$ cat config.mk
export PLATFORM = sky130hd
export DESIGN_NAME = alu_result_stage_flat
export DESIGN_NICKNAME = d
export VERILOG_FILES = /design/src/rtl/alu_result_stage_pkg.sv /design/src/rtl/alu_result_stage_if.sv /design/src/rtl/alu_result_stage_skid.sv /design/src/rtl/alu_result_stage.sv /design/src/flat_wrapper.sv
export SDC_FILE = /design/constraint.sdc
export NUM_CORES = 1
export LEC_CHECK = 0
export ABC_AREA = 1
export CELL_PAD_IN_SITES_DETAIL_PLACEMENT = 1
export CELL_PAD_IN_SITES_GLOBAL_PLACEMENT = 2
export CORE_ASPECT_RATIO = 1.25
export CORE_UTILIZATION = 29
export DETAILED_ROUTE_END_ITERATION = 10
export GPL_TIMING_DRIVEN = 0
export PLACE_DENSITY_LB_ADDON = 0.1
export SLEW_MARGIN = 20
export SYNTH_ARGS = -nofsm -noshare
export SYNTH_HDL_FRONTEND = slang
export SYNTH_SLANG_ARGS = --single-unit
$ cat constraint.sdc
create_clock -name clk -period 1.7 [get_ports clk]
set_clock_uncertainty 0.15 [all_clocks]
set_input_delay 0.34 -clock clk [delete_from_list [all_inputs] [get_ports clk]]
set_output_delay 0.34 -clock clk [all_outputs]
set_load 0.03 [all_outputs]
$ cat src/rtl/alu_result_stage_pkg.sv
// Shared definitions for the execute-to-writeback stage: widths, opcodes,
// status bit positions, the writeback/branch record and the skid FSM states.
package alu_result_stage_pkg;

   localparam int WIDTH      = 16;
   localparam int REG_ADDR_W = 3;
   localparam int OPC_W      = 3;
   localparam int STATUS_W   = 5;

   localparam logic [OPC_W-1:0] OP_ADD  = 3'b000;
   localparam logic [OPC_W-1:0] OP_SUB  = 3'b001;
   localparam logic [OPC_W-1:0] OP_AND  = 3'b010;
   localparam logic [OPC_W-1:0] OP_OR   = 3'b011;
   localparam logic [OPC_W-1:0] OP_SLT  = 3'b100;
   localparam logic [OPC_W-1:0] OP_BNE  = 3'b101;
   localparam logic [OPC_W-1:0] OP_ADDI = 3'b110;
   localparam logic [OPC_W-1:0] OP_RSVD = 3'b111;

   // status = {Z,C,V,LT,GT}
   localparam int ST_Z  = 4;
   localparam int ST_C  = 3;
   localparam int ST_V  = 2;
   localparam int ST_LT = 1;
   localparam int ST_GT = 0;

   typedef struct packed {
      logic                  wb_en;
      logic [REG_ADDR_W-1:0] wb_addr;
      logic [WIDTH-1:0]      wb_data;
      logic                  br_taken;
      logic [WIDTH-1:0]      br_target;
   } rec_t;

   localparam int REC_W = $bits(rec_t);

   typedef enum logic [1:0] {
      SKID_EMPTY = 2'd0,
      SKID_ONE   = 2'd1,
      SKID_TWO   = 2'd2
   } skid_state_e;

   function automatic logic is_wb_op(input logic [OPC_W-1:0] op);
      return (op != OP_BNE) && (op != OP_RSVD);
   endfunction

endpackage

$ cat src/rtl/alu_result_stage_if.sv
// Upstream instruction bus, downstream writeback/branch bus and status,
// bundled for the stage. slave = the stage, master = its environment.
interface alu_result_stage_if;
   import alu_result_stage_pkg::*;

   // Handshake: a beat transfers on the rising edge where valid && ready;
   // a producer holds valid and its data stable until that edge.
   logic                  in_valid;
   logic                  in_ready;
   logic [OPC_W-1:0]      in_opcode;
   logic [WIDTH-1:0]      in_result;
   logic                  in_cout;
   logic                  in_ov;
   logic                  in_lt;
   logic                  in_eq;
   logic                  in_gt;
   logic [REG_ADDR_W-1:0] in_dest;
   logic [WIDTH-1:0]      in_pc;
   logic [WIDTH-1:0]      in_imm;
   logic                  out_valid;
   logic                  out_ready;
   logic                  wb_en;
   logic [REG_ADDR_W-1:0] wb_addr;
   logic [WIDTH-1:0]      wb_data;
   logic                  br_taken;
   logic [WIDTH-1:0]      br_target;
   logic [STATUS_W-1:0]   status;
   skid_state_e           dbg_state;

   modport slave (
      input  in_valid, in_opcode, in_result, in_cout, in_ov, in_lt, in_eq, in_gt,
             in_dest, in_pc, in_imm, out_ready,
      output in_ready, out_valid, wb_en, wb_addr, wb_data, br_taken, br_target,
             status, dbg_state
   );

   modport master (
      output in_valid, in_opcode, in_result, in_cout, in_ov, in_lt, in_eq, in_gt,
             in_dest, in_pc, in_imm, out_ready,
      input  in_ready, out_valid, wb_en, wb_addr, wb_data, br_taken, br_target,
             status, dbg_state
   );

endinterface

$ cat src/rtl/alu_result_stage_skid.sv
// Generic 2-entry valid/ready skid buffer; in_ready depends only on the
// state register, so there is no combinational path from out_ready.
module pipe_skid_buffer
   import alu_result_stage_pkg::*;
#(
   parameter int DATA_W = 8
) (
   input  logic              clk,
   input  logic              rst_n,
   input  logic              in_valid,
   output logic              in_ready,
   input  logic [DATA_W-1:0] in_data,
   output logic              out_valid,
   input  logic              out_ready,
   output logic [DATA_W-1:0] out_data,
   output skid_state_e       state_o
);

   skid_state_e       state_q, state_d;
   logic [DATA_W-1:0] main_q, main_d;
   logic [DATA_W-1:0] skid_q, skid_d;
   logic              accept;
   logic              drain;

   assign accept = in_valid && (state_q != SKID_TWO);
   assign drain  = (state_q != SKID_EMPTY) && out_ready;

   always_ff @(posedge clk or negedge rst_n) begin
      if (!rst_n) begin
         state_q <= SKID_EMPTY;
         main_q  <= '0;
         skid_q  <= '0;
      end else begin
         state_q <= state_d;
         main_q  <= main_d;
         skid_q  <= skid_d;
      end
   end

   always_comb begin
      state_d = state_q;
      main_d  = main_q;
      skid_d  = skid_q;
      case (state_q)
         SKID_EMPTY: begin
            if (accept) begin
               main_d  = in_data;
               state_d = SKID_ONE;
            end
         end
         SKID_ONE: begin
            if (accept && drain) begin
               main_d = in_data;
            end else if (accept) begin
               skid_d  = in_data;
               state_d = SKID_TWO;
            end else if (drain) begin
               state_d = SKID_EMPTY;
            end
         end
         SKID_TWO: begin
            // Older record sits in main; skid moves up so order is preserved.
            if (drain) begin
               main_d  = skid_q;
               state_d = SKID_ONE;
            end
         end
         default: state_d = SKID_EMPTY;
      endcase
   end

   assign in_ready  = (state_q != SKID_TWO);
   assign out_valid = (state_q != SKID_EMPTY);
   assign out_data  = main_q;
   assign state_o   = state_q;

endmodule

$ cat src/rtl/alu_result_stage.sv
// Execute-to-writeback stage: decodes ALU results into writeback/branch
// records, keeps the sticky status register and buffers records in a skid.
module alu_result_stage
   import alu_result_stage_pkg::*;
#(
   parameter logic [WIDTH-1:0] PC_STEP = 1
) (
   input  logic               clk,
   input  logic               rst_n,
   alu_result_stage_if.slave  bus
);

   rec_t                rec_in;
   rec_t                rec_out;
   logic [WIDTH-1:0]    next_pc;
   logic [STATUS_W-1:0] status_q, status_d;
   logic                accept;
   logic                out_valid;

   assign accept  = bus.in_valid && bus.in_ready;
   assign next_pc = bus.in_pc + PC_STEP;

   always_comb begin
      rec_in           = '0;
      rec_in.br_target = next_pc;
      case (bus.in_opcode)
         OP_BNE: begin
            rec_in.br_taken = ~bus.in_eq;
            if (!bus.in_eq) rec_in.br_target = next_pc + bus.in_imm;
         end
         OP_RSVD: ;
         default: begin
            rec_in.wb_en   = 1'b1;
            rec_in.wb_addr = bus.in_dest;
            rec_in.wb_data = bus.in_result;
         end
      endcase
   end

   // Status follows instruction acceptance, not record retirement.
   always_comb begin
      status_d = status_q;
      if (accept) begin
         if (is_wb_op(bus.in_opcode)) status_d[ST_Z] = (bus.in_result == '0);
         if (bus.in_opcode == OP_ADD || bus.in_opcode == OP_SUB ||
             bus.in_opcode == OP_ADDI) begin
            status_d[ST_C] = bus.in_cout;
            status_d[ST_V] = bus.in_ov;
         end
         if (bus.in_opcode == OP_SLT || bus.in_opcode == OP_BNE) begin
            status_d[ST_LT] = bus.in_lt;
            status_d[ST_GT] = bus.in_gt;
         end
      end
   end

   always_ff @(posedge clk or negedge rst_n) begin
      if (!rst_n) status_q <= '0;
      else        status_q <= status_d;
   end

   pipe_skid_buffer #(
      .DATA_W (REC_W)
   ) u_skid (
      .clk       (clk),
      .rst_n     (rst_n),
      .in_valid  (bus.in_valid),
      .in_ready  (bus.in_ready),
      .in_data   (rec_in),
      .out_valid (out_valid),
      .out_ready (bus.out_ready),
      .out_data  (rec_out),
      .state_o   (bus.dbg_state)
   );

   // Side-effect strobes are qualified so an empty stage never asks for action.
   assign bus.out_valid = out_valid;
   assign bus.wb_en     = out_valid && rec_out.wb_en;
   assign bus.wb_addr   = rec_out.wb_addr;
   assign bus.wb_data   = rec_out.wb_data;
   assign bus.br_taken  = out_valid && rec_out.br_taken;
   assign bus.br_target = rec_out.br_target;
   assign bus.status    = status_q;

endmodule

$ cat src/flat_wrapper.sv
// flat-port wrapper written by rule: the top's interface ports become plain ports
module alu_result_stage_flat import alu_result_stage_pkg::*;
#(
   parameter logic [WIDTH-1:0] PC_STEP = 1
)
  (clk, rst_n, bus_in_valid, bus_in_opcode, bus_in_result, bus_in_cout, bus_in_ov, bus_in_lt, bus_in_eq, bus_in_gt, bus_in_dest, bus_in_pc, bus_in_imm, bus_out_ready, bus_in_ready, bus_out_valid, bus_wb_en, bus_wb_addr, bus_wb_data, bus_br_taken, bus_br_target, bus_status, bus_dbg_state);
  alu_result_stage_if bus_i ();
  input  logic clk;
  input  logic rst_n;
  input wire logic [$bits(bus_i.in_valid)-1:0] bus_in_valid;
  input wire logic [$bits(bus_i.in_opcode)-1:0] bus_in_opcode;
  input wire logic [$bits(bus_i.in_result)-1:0] bus_in_result;
  input wire logic [$bits(bus_i.in_cout)-1:0] bus_in_cout;
  input wire logic [$bits(bus_i.in_ov)-1:0] bus_in_ov;
  input wire logic [$bits(bus_i.in_lt)-1:0] bus_in_lt;
  input wire logic [$bits(bus_i.in_eq)-1:0] bus_in_eq;
  input wire logic [$bits(bus_i.in_gt)-1:0] bus_in_gt;
  input wire logic [$bits(bus_i.in_dest)-1:0] bus_in_dest;
  input wire logic [$bits(bus_i.in_pc)-1:0] bus_in_pc;
  input wire logic [$bits(bus_i.in_imm)-1:0] bus_in_imm;
  input wire logic [$bits(bus_i.out_ready)-1:0] bus_out_ready;
  output wire logic [$bits(bus_i.in_ready)-1:0] bus_in_ready;
  output wire logic [$bits(bus_i.out_valid)-1:0] bus_out_valid;
  output wire logic [$bits(bus_i.wb_en)-1:0] bus_wb_en;
  output wire logic [$bits(bus_i.wb_addr)-1:0] bus_wb_addr;
  output wire logic [$bits(bus_i.wb_data)-1:0] bus_wb_data;
  output wire logic [$bits(bus_i.br_taken)-1:0] bus_br_taken;
  output wire logic [$bits(bus_i.br_target)-1:0] bus_br_target;
  output wire logic [$bits(bus_i.status)-1:0] bus_status;
  output wire logic [$bits(bus_i.dbg_state)-1:0] bus_dbg_state;
  assign bus_i.in_valid = bus_in_valid;
  assign bus_i.in_opcode = bus_in_opcode;
  assign bus_i.in_result = bus_in_result;
  assign bus_i.in_cout = bus_in_cout;
  assign bus_i.in_ov = bus_in_ov;
  assign bus_i.in_lt = bus_in_lt;
  assign bus_i.in_eq = bus_in_eq;
  assign bus_i.in_gt = bus_in_gt;
  assign bus_i.in_dest = bus_in_dest;
  assign bus_i.in_pc = bus_in_pc;
  assign bus_i.in_imm = bus_in_imm;
  assign bus_i.out_ready = bus_out_ready;
  assign bus_in_ready = bus_i.in_ready;
  assign bus_out_valid = bus_i.out_valid;
  assign bus_wb_en = bus_i.wb_en;
  assign bus_wb_addr = bus_i.wb_addr;
  assign bus_wb_data = bus_i.wb_data;
  assign bus_br_taken = bus_i.br_taken;
  assign bus_br_target = bus_i.br_target;
  assign bus_status = bus_i.status;
  assign bus_dbg_state = bus_i.dbg_state;
  alu_result_stage #(.PC_STEP(PC_STEP)) u_core (.clk(clk), .rst_n(rst_n), .bus(bus_i));
endmodule
==> results.sh, run 1 <==
export IMPL_synth_largest_area_cell="dfrtp_1"
export IMPL_grt_start_max_net_pins=54
export IMPL_hold_class="in2reg"
export IMPL_setup_repair_after_global_routing_missed_its_margin="yes"
export IMPL_globalRouteTotalUtil_pct=20.7
export IMPL_cp_cell_sequence="buf_8, ha_4, nand2_4, inv_4, nand3_4, nor2_4, buf_6, or2_4, nand2_4, inv_4, ha_4, nand2_4, nor2_4, nand3_2, nand2_4, nand2_2, nand2_2, xor2_1, nand2_1, nand3_1, nand2_1, nand2_1"
export IMPL_violations="negative setup slack"
export IMPL_worstPathArrival_ns=2.61
export IMPL_chipWidth_um=123
export IMPL_synth_top_area_share_pct=38.4
export IMPL_synthesis_yosys_warnings=0
export IMPL_grt_first_pass_wirelength_um=30200
export IMPL_power_leakage_nw=4.24
export IMPL_achievable_freq_mhz=403
export IMPL_htree_num_levels=3
export IMPL_critical_path_slowest_cell="ha_4"
export IMPL_detail_route_iter0_violations=178
export IMPL_floorplan_core_area_sq_um=17600
export IMPL_worst_path_max_fanout=4
export IMPL_cts_tree="built"
export IMPL_critical_path_required_ns=1.83
export IMPL_routed_via_density=4.74
export IMPL_route_detailed_wl_per_inst_um=16.8
export IMPL_final_min_clock_period_ns=2.48
export IMPL_number_of_clock_sinks=81
export IMPL_timing_hold_worst_path_depth=4
export IMPL_drive_gt1_share_pct=42.8
export IMPL_finalHoldWorstSlack_ns=0.169
export IMPL_place_hpwl_um=13400
export IMPL_number_of_max_cap_violations=0
export IMPL_fin_nets=1024
export IMPL_clk_transition_reported_paths_ns=0.06
export IMPL_synthesis_area_sq_um=5280
export IMPL_worst_setup_slack_final_ns=-0.780
export IMPL_finalCritPeriodShare_pct=146
export IMPL_r2r_worst_path_cells=10
export IMPL_async_flop_share_pct=100
export IMPL_max_slew_margin_rel_pct=71.9
export IMPL_postRouteWirelength_um=19600
export IMPL_post_synth_inst_count=741
export IMPL_clk_latency_ns=0.33
export IMPL_crit_path_end_kind="flip-flop"
export IMPL_antenna_diode_count=0
export IMPL_crit_path_max_incr_delay_ns=0.28
export IMPL_placer_s_final_routability_congestion_estimate=0.807
export IMPL_initial_core_util_pct=29.9
export IMPL_antenna_left=0
export IMPL_synth_seq_area_share_pct=38.4
export IMPL_synthesis_area_per_instance_sq_um=7.12
export IMPL_area_growth_syn_to_layout_pct=68.7
export IMPL_synth_fp_nets=824
export IMPL_synth_ff_latch_count=81
export IMPL_cts_root_buffer="clkbuf_16"
export IMPL_routed_vias=5541
export IMPL_firstDrtPassIters=4
export IMPL_vdd_ir_drop_worst_v=0.000572
export IMPL_finalSetupViolations=67
export IMPL_crit_type="in2reg"
export IMPL_post_synth_num_cell_types=35
export IMPL_initial_antenna_violation_count=0
export IMPL_grt_overflow_total=0
export IMPL_std_cell_rows=54
export IMPL_drc_violation_count_after_routing=0
export IMPL_slew_limit_fails=0
export IMPL_fillers=2046
export IMPL_critPathMostFrequentCell="nand2_4"
export IMPL_die_height_um=153
export IMPL_grt_pass1_vias=6052
export IMPL_synth_enable_flop_cells=0
export IMPL_postSynth_topFlopCell="dfrtp_1"
export IMPL_setup_worst_path_start_class="primary input"
export IMPL_design_portCount=109
export IMPL_slew_at_the_pin_with_the_worst_max_slew_slack_ns=0.421
export IMPL_die_area_sq_um=18700
export IMPL_place_port_buffers=107
export IMPL_power_per_cell_area_nw_per_um2=1440
export IMPL_yosys_top_cells_area="dfrtp_1, nand2_1, nor2_1"
export IMPL_result_of_the_run="finished, violations left"
export IMPL_cts_bufs_inserted=9
export IMPL_cts_path_max_buffers=2
export IMPL_post_place_ws_ns=-1.85
export IMPL_hold_viol_final=0
==> per-layer routing <==
metal / routed length [um] / global-route usage, % / part of all wire [%]
met2: 11400 / 40.4 / 58
met1: 7410 / 22.3 / 38
met4: 436 / 6.62 / 2.2
met3: 394 / 2.13 / 2.0
met5: 0 / 0 / 0
==> path summary, 6_finish.rpt <==
kind	slack, ns	endpoint	start
setup / recovery	-0.78	u_core.u_skid.out_data[11]	bus_in_pc[0]
hold / removal	0.17	u_core.u_skid.skid_q[0]	bus_in_pc[0]
setup reg to reg	-0.13	u_core.u_skid.out_data[7]	u_core.u_skid.state_o[0]
hold reg to reg	0.33	u_core.u_skid.out_data[13]	u_core.u_skid.out_data[13]
max in group asynchronous	0.45	u_core.u_skid.out_data[10]	rst_n
min in group asynchronous	0.33	u_core.u_skid.out_data[19]	rst_n
==> layout by cell type, fill, tap and decap left out, types with 13 or more instances in the layout <==
cell	count
o21ai_1	13
buf_4	105
clkbuf_2	26
ha_4	16
nand3_2	21
nor2_4	25
nor2_1	59
dlygate4sd2_1	17
dfrtp_1	79
buf_6	22
nand2_4	13
nand2_2	38
inv_1	49
clkbuf_16	13
clkdlybuf4s50_1	42
inv_2	16
a31oi_1	17
nand2_1	199
==> critical path, delay by kind of cell <==
kind	cells	cell delay, ns
XOR/XNOR	1	0.17
adder cells (fa/ha/maj)	2	0.44
buffers and inverters	4	0.31
AND/OR/NAND/NOR	15	1.34
==> flip-flops by register name (all words and copies together) (netlist names) <==
| name | flops |
|---|---|
| u_core.bus.status | 5 |
| u_core.u_skid.skid_q | 37 |
| u_core.u_skid.out_data | 37 |
| u_core.u_skid.state_o | 2 |
==> power breakdown <==
part	internal (mW)	switching [mW]	total, mW
sequential	2.82	0.573	3.40
clock	1.27	0.760	2.03
combinational	3.50	3.93	7.43
==> timing repair <==
item	4_1_cts	5_1_grt
cloned	3	4
endpoints found under the setup margin	125	112
resized for setup	293	184
hold endpoints to repair	28	0
hold buffers	1	0
pin swaps	60	77
setup buffers	58	21
==> Yosys cell counts, types with 6 or more instances <==
cell type,number
a21oi_1,26
a31oi_1,28
buf_2,12
buf_4,40
clkbuf_1,9
dfrtp_1,81
ha_1,19
inv_1,64
inv_2,7
nand2_1,249
nand3_1,30
nand3b_1,6
nand4_1,11
nor2_1,88
o21ai_0,20
==> logic make-up after synthesis <==
family | after synthesis | synth area share, %
and+or+nand+nor | 403 | 31.6
buffers and inverters | 134 | 12.8
AOI/OAI and AO/OA | 88 | 9.53
DFF | 81 | 38.4
adders and majority gates | 20 | 4.89
xor gates and xnor gates | 9 | 1.49
muxes | 6 | 1.26
==> cell type report <==
class | instances | area [sq um] | share of cell area [%]
Buffer | 57 | 504 | 5.66
Clock buffer | 10 | 229 | 2.57
Clock inverter | 4 | 70.1 | 0.787
Inverter | 72 | 287 | 3.22
Multi-Input combinational cell | 526 | 3670 | 41.2
Sequential cell | 81 | 2030 | 22.8
Tap cell | 224 | 280 | 3.15
Timing Repair Buffer | 194 | 1830 | 20.6
==> stage by stage <==
| stage | utilization, % | TNS (ns) | instance area (sq um) | power (mW) | cells |
|---|---|---|---|---|---|
| after floorplan | - | -12.34 | 5470 | 6.83 | 741 |
| after global placement | 38.7 | -306.05 | 6830 | 8.72 | 1072 |
| after detailed placement | 38.8 | -65.95 | 6850 | 8.88 | 1073 |
| after CTS | 46.7 | -13.23 | 8230 | 11.9 | 1148 |
| after global routing | 50.5 | -22.89 | 8900 | 13.6 | 1168 |
| final | 50.5 | -17.10 | 8900 | 12.9 | 1168 |
No activity file was read; power rests on OpenSTA's default activity.
==> inputs of run 2 (changes only) <==
--- a/config.mk
+++ b/config.mk
@@ -11,6 +11,7 @@
 export CORE_ASPECT_RATIO = 1.25
 export CORE_UTILIZATION = 29
 export DETAILED_ROUTE_END_ITERATION = 10
+export GPL_ROUTABILITY_DRIVEN = 1
 export GPL_TIMING_DRIVEN = 0
 export PLACE_DENSITY_LB_ADDON = 0.1
 export SLEW_MARGIN = 20
==> results of run 2 <==
The final DEF is identical to that of run 1; final timing and power are the same.
==> inputs of run 3 (changes only) <==
--- a/config.mk
+++ b/config.mk
@@ -8,12 +8,12 @@
 export ABC_AREA = 1
 export CELL_PAD_IN_SITES_DETAIL_PLACEMENT = 1
 export CELL_PAD_IN_SITES_GLOBAL_PLACEMENT = 2
-export CORE_ASPECT_RATIO = 1.25
 export CORE_UTILIZATION = 29
 export DETAILED_ROUTE_END_ITERATION = 10
 export GPL_ROUTABILITY_DRIVEN = 1
 export GPL_TIMING_DRIVEN = 0
 export PLACE_DENSITY_LB_ADDON = 0.1
+export RECOVER_POWER = 100
 export SLEW_MARGIN = 20
 export SYNTH_ARGS = -nofsm -noshare
 export SYNTH_HDL_FRONTEND = slang
==> run 3 against run 2 <==
The flow still finishes with violations (negative setup slack). First-iteration DRC count fell by 16%. Sequential share of layout area barely moved. Worst setup slack improved by 0.050 ns. Total power fell by 1.7%. Non-clock buffer count rose by 15.
==> results.sh, run 3 (synthesized netlist as in run 1, its figures left out) <==
export IMPL_result_of_the_run="finished, violations left"
export IMPL_violations="negative setup slack"
export IMPL_fin_nets=1039
export IMPL_route_detailed_wl_per_inst_um=17.0
export IMPL_postRouteWirelength_um=20100
export IMPL_grt_pass1_vias=5759
export IMPL_initial_antenna_violation_count=0
export IMPL_grt_first_pass_wirelength_um=29800
export IMPL_routed_vias=5640
export IMPL_die_height_um=137
export IMPL_slew_at_the_pin_with_the_worst_max_slew_slack_ns=0.835
export IMPL_chipWidth_um=137
export IMPL_number_of_max_cap_violations=0
export IMPL_htree_num_levels=3
export IMPL_met3RoutedLength_um=652
export IMPL_final_min_clock_period_ns=2.43
export IMPL_detailed_routed_wire_length_on_met2_um=10700
export IMPL_setup_worst_path_end="u_core.u_skid.skid_q[8]"
export IMPL_hold_class="in2reg"
export IMPL_firstDrtPassIters=4
export IMPL_critical_path_required_ns=1.82
export IMPL_r2r_slack_ns=-0.17
export IMPL_place_port_buffers=107
export IMPL_final_common_cell="nand2_1"
export IMPL_power_leakage_nw=4.27
export IMPL_cp_num_buf_inv=6
export IMPL_area_growth_syn_to_layout_pct=68.8
export IMPL_cts_bufs_inserted=9
export IMPL_grt_start_max_net_pins=53
export IMPL_slew_limit_fails=0
export IMPL_number_of_clock_sinks=81
export IMPL_design_portCount=109
export IMPL_std_cell_rows=48
export IMPL_most_common_layout_cells="nand2_1, dfrtp_1, buf_4"
export IMPL_clk_latency_ns=0.34
export IMPL_r2r_worst_path_cells=10
export IMPL_crit_path_max_incr_delay_ns=0.31
export IMPL_cp_cell_sequence="buf_8, ha_4, nand2_4, inv_4, nand3_4, nor2_4, buf_4, nand2_2, nand2_4, inv_4, ha_4, buf_12, nand2_8, nor2_4, nand2_2, nand2_2, xor2_2, o21ai_2, buf_4, o21ai_2"
export IMPL_crit_reg2reg_capture="u_core.u_skid.out_data[7]"
export IMPL_post_place_ws_ns=-1.71
export IMPL_met1_length_um=8300
export IMPL_detail_route_iter0_violations=149
export IMPL_finalCritPeriodShare_pct=143
export IMPL_finalSetupViolations=56
export IMPL_place_hpwl_um=13500
export IMPL_finalInstanceArea_sq_um=8910
export IMPL_instances_no_fill=1185
export IMPL_antenna_diode_count=0
export IMPL_drc_violation_count_after_routing=0
export IMPL_grt_overflow_total=0
export IMPL_routed_via_density=4.76
export IMPL_design_power_total_mw=12.6
export IMPL_critical_path_slowest_cell="ha_4"
export IMPL_cp_depth=20
export IMPL_cts_tree="built"
export IMPL_timing_rr_start="u_core.u_skid.state_o[0]"
export IMPL_setup_repair_after_global_routing_missed_its_margin="yes"
export IMPL_floorplan_core_area_sq_um=17500
export IMPL_achievable_freq_mhz=412
export IMPL_worstSetupStartpoint="bus_in_pc[0]"
export IMPL_die_area_sq_um=18700
export IMPL_highest_signal_layer="met4"
export IMPL_dpl_cell_area_sq_um=6850
export IMPL_post_route_util_pct=50.8
export IMPL_power_per_cell_area_nw_per_um2=1420
export IMPL_drive_gt1_share_pct=43.4
export IMPL_vdd_ir_drop_worst_v=0.000839
export IMPL_initial_core_util_pct=30.1
export IMPL_cts_path_max_buffers=2
export IMPL_crit_path_end_kind="flip-flop"
export IMPL_worst_setup_slack_final_ns=-0.730
export IMPL_max_slew_margin_rel_pct=44.3
export IMPL_path_delay_family="simple AND/OR/NAND/NOR gates"
export IMPL_crit_type="in2reg"
export IMPL_placer_s_final_routability_congestion_estimate=0.793
export IMPL_hold_viol_final=0
export IMPL_worstPathArrival_ns=2.55
export IMPL_globalRouteTotalUtil_pct=20.8
export IMPL_antenna_left=0
export IMPL_cts_root_buffer="clkbuf_16"
export IMPL_critPathMostFrequentCell="nand2_2"
export IMPL_worst_path_max_fanout=5
export IMPL_clk_transition_reported_paths_ns=0.06
export IMPL_post_place_cells=1074
export IMPL_setup_worst_path_start_class="primary input"
-- run 3: changes by cell type in the layout (fill, tap and decap cells not counted), sizes merged --
cell,before,now
clkbuf,43,99
bufinv,2,3
clkinv,3,2
bufbuf,1,0
buf,147,120
clkdlybuf4s50,42,39
inv,71,70
clkdlybuf4s15,10,5
dlygate4sd2,17,12
dlymetal6s2s,0,2
-- run 3: final cells by class --
cell class                      instances  area (sq um)
Fill cell                            2051          8630
Multi-Input combinational cell        526          3620
Sequential cell                        81          2030
Timing Repair Buffer                  206          1850
Buffer                                 60           505
Inverter                               72           294
Tap cell                              225           282
Clock buffer                           12           236
Clock inverter                          3          90.1
-- run 3: worst min-delay path by stage --
| stage | startpoint | to | slack [ns] | cells after the start |
|---|---|---|---|---|
| floorplan | rst_n | u_core.bus.status[0] | -0.11 | 0 |
| global placement | u_core.u_skid.skid_q[21] | u_core.u_skid.skid_q[21] | 0.31 | 2 |
| detailed placement | rst_n | u_core.u_skid.out_data[19] | 0.16 | 1 |
| CTS | bus_in_pc[0] | u_core.u_skid.skid_q[0] | 0.20 | 4 |
| global route | bus_in_pc[0] | u_core.u_skid.skid_q[0] | 0.26 | 4 |
| finish | bus_in_pc[0] | u_core.u_skid.skid_q[0] | 0.23 | 4 |
-- run 3: power by group --
group,switching [mW],internal [mW]
combinational,3.85,3.22
clock,0.780,1.43
sequential,0.528,2.82
total,5.16,7.48
-- run 3: per-layer routing --
layer | GRT usage (%) | up-vias
met5 | 0 | -
met4 | 5.62 | 0
met3 | 4.04 | 27
met2 | 38.3 | 99
met1 | 24.5 | 2767
li1 | - | 2747
-- run 3: timing repair --
item                       CTS  global route
setup endpoints to repair  125           109
resized for setup          300           202
hold endpoints to repair    29             0
gates cloned                 1             4
setup buffers               53            40
pin swaps                   75            89
hold buffers                 1             0
-- run 3: stage by stage --
| step | hold WS [ns] | setup TNS (ns) |
|---|---|---|
| floorplan | -0.106 | -12.34 |
| global placement | 0.312 | -307.98 |
| detailed placement | 0.165 | -68.73 |
| CTS | 0.195 | -14.17 |
| global route | 0.255 | -24.05 |
| finish | 0.233 | -18.05 |
-- run 3: worst reg2reg max path, stage by stage (launching register included) --
cell	delay [ns]
dfrtp_2	0.45
clkbuf_2	0.14
nor2_4	0.15
nand2_1	0.08
nand3_2	0.11
buf_6	0.13
inv_8	0.04
buf_12	0.14
buf_12	0.14
o211ai_1	0.14
nand2_1	0.08
==> edit 1: new RTL, config.mk and constraints of run 2 <==
`WIDTH`: 16 -> 24.
--- a/src/rtl/alu_result_stage_pkg.sv
+++ b/src/rtl/alu_result_stage_pkg.sv
@@ -3,5 +3,5 @@
 package alu_result_stage_pkg;
 
-   localparam int WIDTH      = 16;
+   localparam int WIDTH      = 24;
    localparam int REG_ADDR_W = 3;
    localparam int OPC_W      = 3;
Interface: changed (5 resized); port bits go from 109 to 149. No check against the original RTL was run, so the function may have changed too.
==> edit 1 against run 2 <==
  * The flow still finishes with violations (setup timing)
  * Power up 39%
  * Via count rose by 51%
  * Design area rose by 47%
  * Global-route usage up 1.5 points
  * Synthesized area rose by 48%
  * Hold slack worse by 0.015 ns
  * Sequential cell count is 32 higher
  * Worst setup slack got worse by 0.11 ns
  * Non-clock buffer count up 94
  * Wire length grew 60%
  * Sequential power is 39% higher
==> edit 1: results (changes against run 2) <==
Route
  – Routed WL: 31400 um (+60%)
  – Via count: 8375 (+51%)
  – Met3 WL: 769 um (+95%)
  – Met1 wire length: 12200 um (+65%)

STA
  – Final Setup Violations: 80 (+19%)
  – Slew @ Worst Pin: 0.717 ns (+0.296 ns)
  – Worst Slack Setup Final: -0.888 ns (-0.109 ns)

Pwr
  – Sw Pwr: 7.53 mW (+43%)
  – Clock power frac: 17.8% (+2.0 points)
  – Seq group: 4.73 mW (+39%)
  – Max VDD drop: 0.781 mV (+37%)

Status
  – Status: finished, violations left
  – Failing checks: setup timing

Placement
  – DP Area: 10000 um^2 (+46%)

Clocking
  – Clock buffer count from CTS: 17 (+8)

Final layout
  – Register Area: 2830 um^2 (+39%)
  – Filler cell count in the final layout: 3100 (+52%)

Synth
  – Synth top area cells: dfrtp_1 36%, nand2_1 18%, nor2_1 7.1%
  – Syn Area/Cell: 6.90 um^2 (-3.1%)

GRT
  – Met1 Use GR: 24.0% (+1.7 points)
  – Largest net degree at the start of global routing: 66 (+22%)
  – Gr usage total: 22.2% (+1.5 points)
  – Met2 GRT Util: 43.1% (+2.6 points)
  – First-pass GRT wire length: 46600 um (+54%)

Worst setup path
  – Worst Path Arrival: 2.74 ns (+0.13 ns)
  – Worst R2R Setup Slack: -0.21 ns (-0.08 ns)
## edit 1: cell types whose count changed after synthesis, sizes merged, moves of 16 or more
cell    delta
nand2    +120
nor2      +59
inv       +39
dfrtp     +32
nand3     +28
a21oi     +16
clkbuf    +16
xor2      +16
## edit 1: area by class of cell
type / instances / share of cell area (%)
clock buffer: 21 / 3.53
multi-input combinational: 816 / 43.6
inverter: 110 / 3.49
sequential: 113 / 21.7
buffer: 90 / 6.13
clock inverter: 11 / 0.498
tap: 340 / 3.26
timing repair buffer: 255 / 17.8
## edit 1: tightest hold or removal path: cells and delay by family
family | cells | cell delay [ns]
AO/OA/AOI/OAI | 2 | 0.15
AND/OR/NAND/NOR | 1 | 0.08
buffers and inverters | 1 | 0.09
## edit 1: what timing repair did
item	in CTS	in global routing
setup buffers	72	26
pin swaps	81	70
cloned	0	9
resized for setup	555	313
hold endpoints to repair	48	0
endpoints found under the setup margin	173	133
hold buffers	1	0
==> edit 2: new RTL, config.mk and constraints of run 2 <==
Made on the original files. Make the reset (`rst_n`) synchronous in 2 clocked blocks.
--- a/src/rtl/alu_result_stage_skid.sv
+++ b/src/rtl/alu_result_stage_skid.sv
@@ -26,5 +26,5 @@
    assign drain  = (state_q != SKID_EMPTY) && out_ready;
 
-   always_ff @(posedge clk or negedge rst_n) begin
+   always_ff @(posedge clk) begin
       if (!rst_n) begin
          state_q <= SKID_EMPTY;
--- a/src/rtl/alu_result_stage.sv
+++ b/src/rtl/alu_result_stage.sv
@@ -55,5 +55,5 @@
    end
 
-   always_ff @(posedge clk or negedge rst_n) begin
+   always_ff @(posedge clk) begin
       if (!rst_n) status_q <= '0;
       else        status_q <= status_d;
Formal check against the unedited RTL: differs if rst_n is asserted again (counterexample within 4 cycles, from zero or initial values and one cycle with rst_n low); with rst_n held inactive, the same outputs for 4 cycles.
==> edit 2 against run 2 <==
  * Sequential cell count unchanged
  * Wire length up 0.42%
  * Global-route usage up 1.5 points
  * Critical endpoint is now u_core.u_skid.out_data[13]
  * Synthesized cell count down 0.27%
  * Design area down 5.6%
  * Maximum frequency up 0.35%
  * Synthesized area down 6.9%
  * Worst setup slack better by 0.0087 ns
  * Via count up 1.6%
  * Non-clock buffer count down 5
  * The run still ends with setup timing left
Power is not compared: it rests on default switching activity, and its combinational part moved more than twofold at a synthesized area within 25%.
==> edit 2: results (changes against run 2) <==
Route
  – Vias per inst: 4.90 (+3.3%)
  – Metal2 WL: 11100 um (-2.4%)
  – Met1 wire length: 7600 um (+2.6%)
  – Wire length per cell: 17.1 um (+2.1%)
  – Met3 WL: 468 um (+19%)

STA
  – Worst Slack Setup Final: -0.771 ns (+0.00869 ns)
  – Final Setup Violations: 38 (-43%)
  – Slew headroom: 60.3% (-12 points)
  – Setup TNS: -14.86 ns (+2.24 ns)

Placement
  – Gp weighted congestion: 0.836 (+3.6%)
  – PortBufs: 108 (+0.93%)
  – Hpwl dp: 13800 um (+2.9%)
  – Placement-stage worst setup slack: -2.02 ns (-0.168 ns)
  – DP Area: 6460 um^2 (-5.7%)

Final layout
  – Multi-input combinational cell area: 3640 um^2 (-0.89%)
  – Number of non-clock buffers in the layout: 246 (-2.0%)
  – Sequential cell area share: 19.4% (-3.4 points)
  – Filler cell count in the final layout: 1971 (-3.7%)
  – Proportion of layout cells with a drive suffix above 1: 39.1% (-3.7 points)
  – Buffer share of cell area: 26.4% (+0.089 points)
  – Ant diodes: 1 (+1)
  – Non-filler instance count after layout: 1149 (-1.6%)
  – Multi-input gates: 515 (-2.1%)
  – Final #Nets: 1010 (-1.4%)
  – Multi-input combinational area share: 43.3% (+2.0 points)

Synth
  – Syn Area/Cell: 6.65 um^2 (-6.6%)
  – Synth top cells by count: 155 x nand2_1, 97 x o21ai_0, 81 x dfxtp_1, 78 x a21oi_1, 70 x inv_1
  – Sequential element share of the synthesized area: 33.0% (-5.4 points)
  – Synth top area cells: dfxtp_1 33%, nand2_1 12%, o21ai_0 9.9%
  – Syn nets: 822 (-0.24%)
  – Library cells used by synthesis: 34 (-2.9%)
  – Main synth FF type: dfxtp_1

GRT
  – Met3 usage: 2.20% (+0.066 points)
  – Gr usage total: 22.2% (+1.5 points)
  – Met1 Use GR: 23.2% (+0.87 points)

Status
  – Failing checks: setup timing
  – Status: finished, violations left

Worst setup path
  – Worst Path Arrival: 2.52 ns (-0.09 ns)

Clocking
  – Post-CTS Setup Bufs: 53 (-8.6%)

Worst hold path
  – Min-delay worst type: flop to flop
[edit 2: cell types whose count changed in the layout (fill, tap and decap cells not counted), sizes merged, moves of 5 or more]
cell | before | now
buf | 147 | 129
dlygate4sd2 | 17 | 39
nand2 | 251 | 155
o21ai | 23 | 99
a21oi | 26 | 79
nand3 | 32 | 38
nand4 | 11 | 5
a31oi | 28 | 3
dfxtp | 0 | 81
clkbuf | 43 | 38
dfrtp | 81 | 0
nor2 | 96 | 68
mux2 | 5 | 0
xor2 | 5 | 10
[edit 2: worst max-delay path, stage by stage]
cell,delay (ns)
buf_8,0.08
ha_4,0.14
nand2_4,0.05
inv_6,0.07
nand2_4,0.06
nor2_2,0.12
xnor2_1,0.12
inv_1,0.11
ha_4,0.25
nand2_1,0.14
inv_1,0.12
a21oi_2,0.22
nor2_1,0.08
nor2_1,0.17
nand3b_1,0.12
nand3_2,0.11
nand3_2,0.06
nand2_1,0.08
a21oi_1,0.06
[edit 2: path summary, 6_finish.rpt]
check / endpoint / from / cells past startpoint / slack, ns
worst max-delay path: u_core.u_skid.out_data[13] / bus_in_pc[1] / 19 / -0.77
worst min-delay path: u_core.u_skid.skid_q[36] / u_core.u_skid.skid_q[36] / 2 / 0.31
worst max register to register: u_core.u_skid.out_data[9] / u_core.u_skid.state_o[1] / 9 / -0.15
worst min register to register: u_core.u_skid.skid_q[36] / u_core.u_skid.skid_q[36] / 2 / 0.31
[edit 2: cells by family after synthesis]
| group | Yosys count | synth area share (%) |
|---|---|---|
| AOI/OAI and AO/OA | 195 | 21.0 |
| xor gates and xnor gates | 15 | 2.67 |
| adders and majority gates | 20 | 5.24 |
| buffers and inverters | 143 | 13.9 |
| DFF | 81 | 33.0 |
| muxes | 1 | 0.204 |
| and+or+nand+nor | 284 | 24.0 |
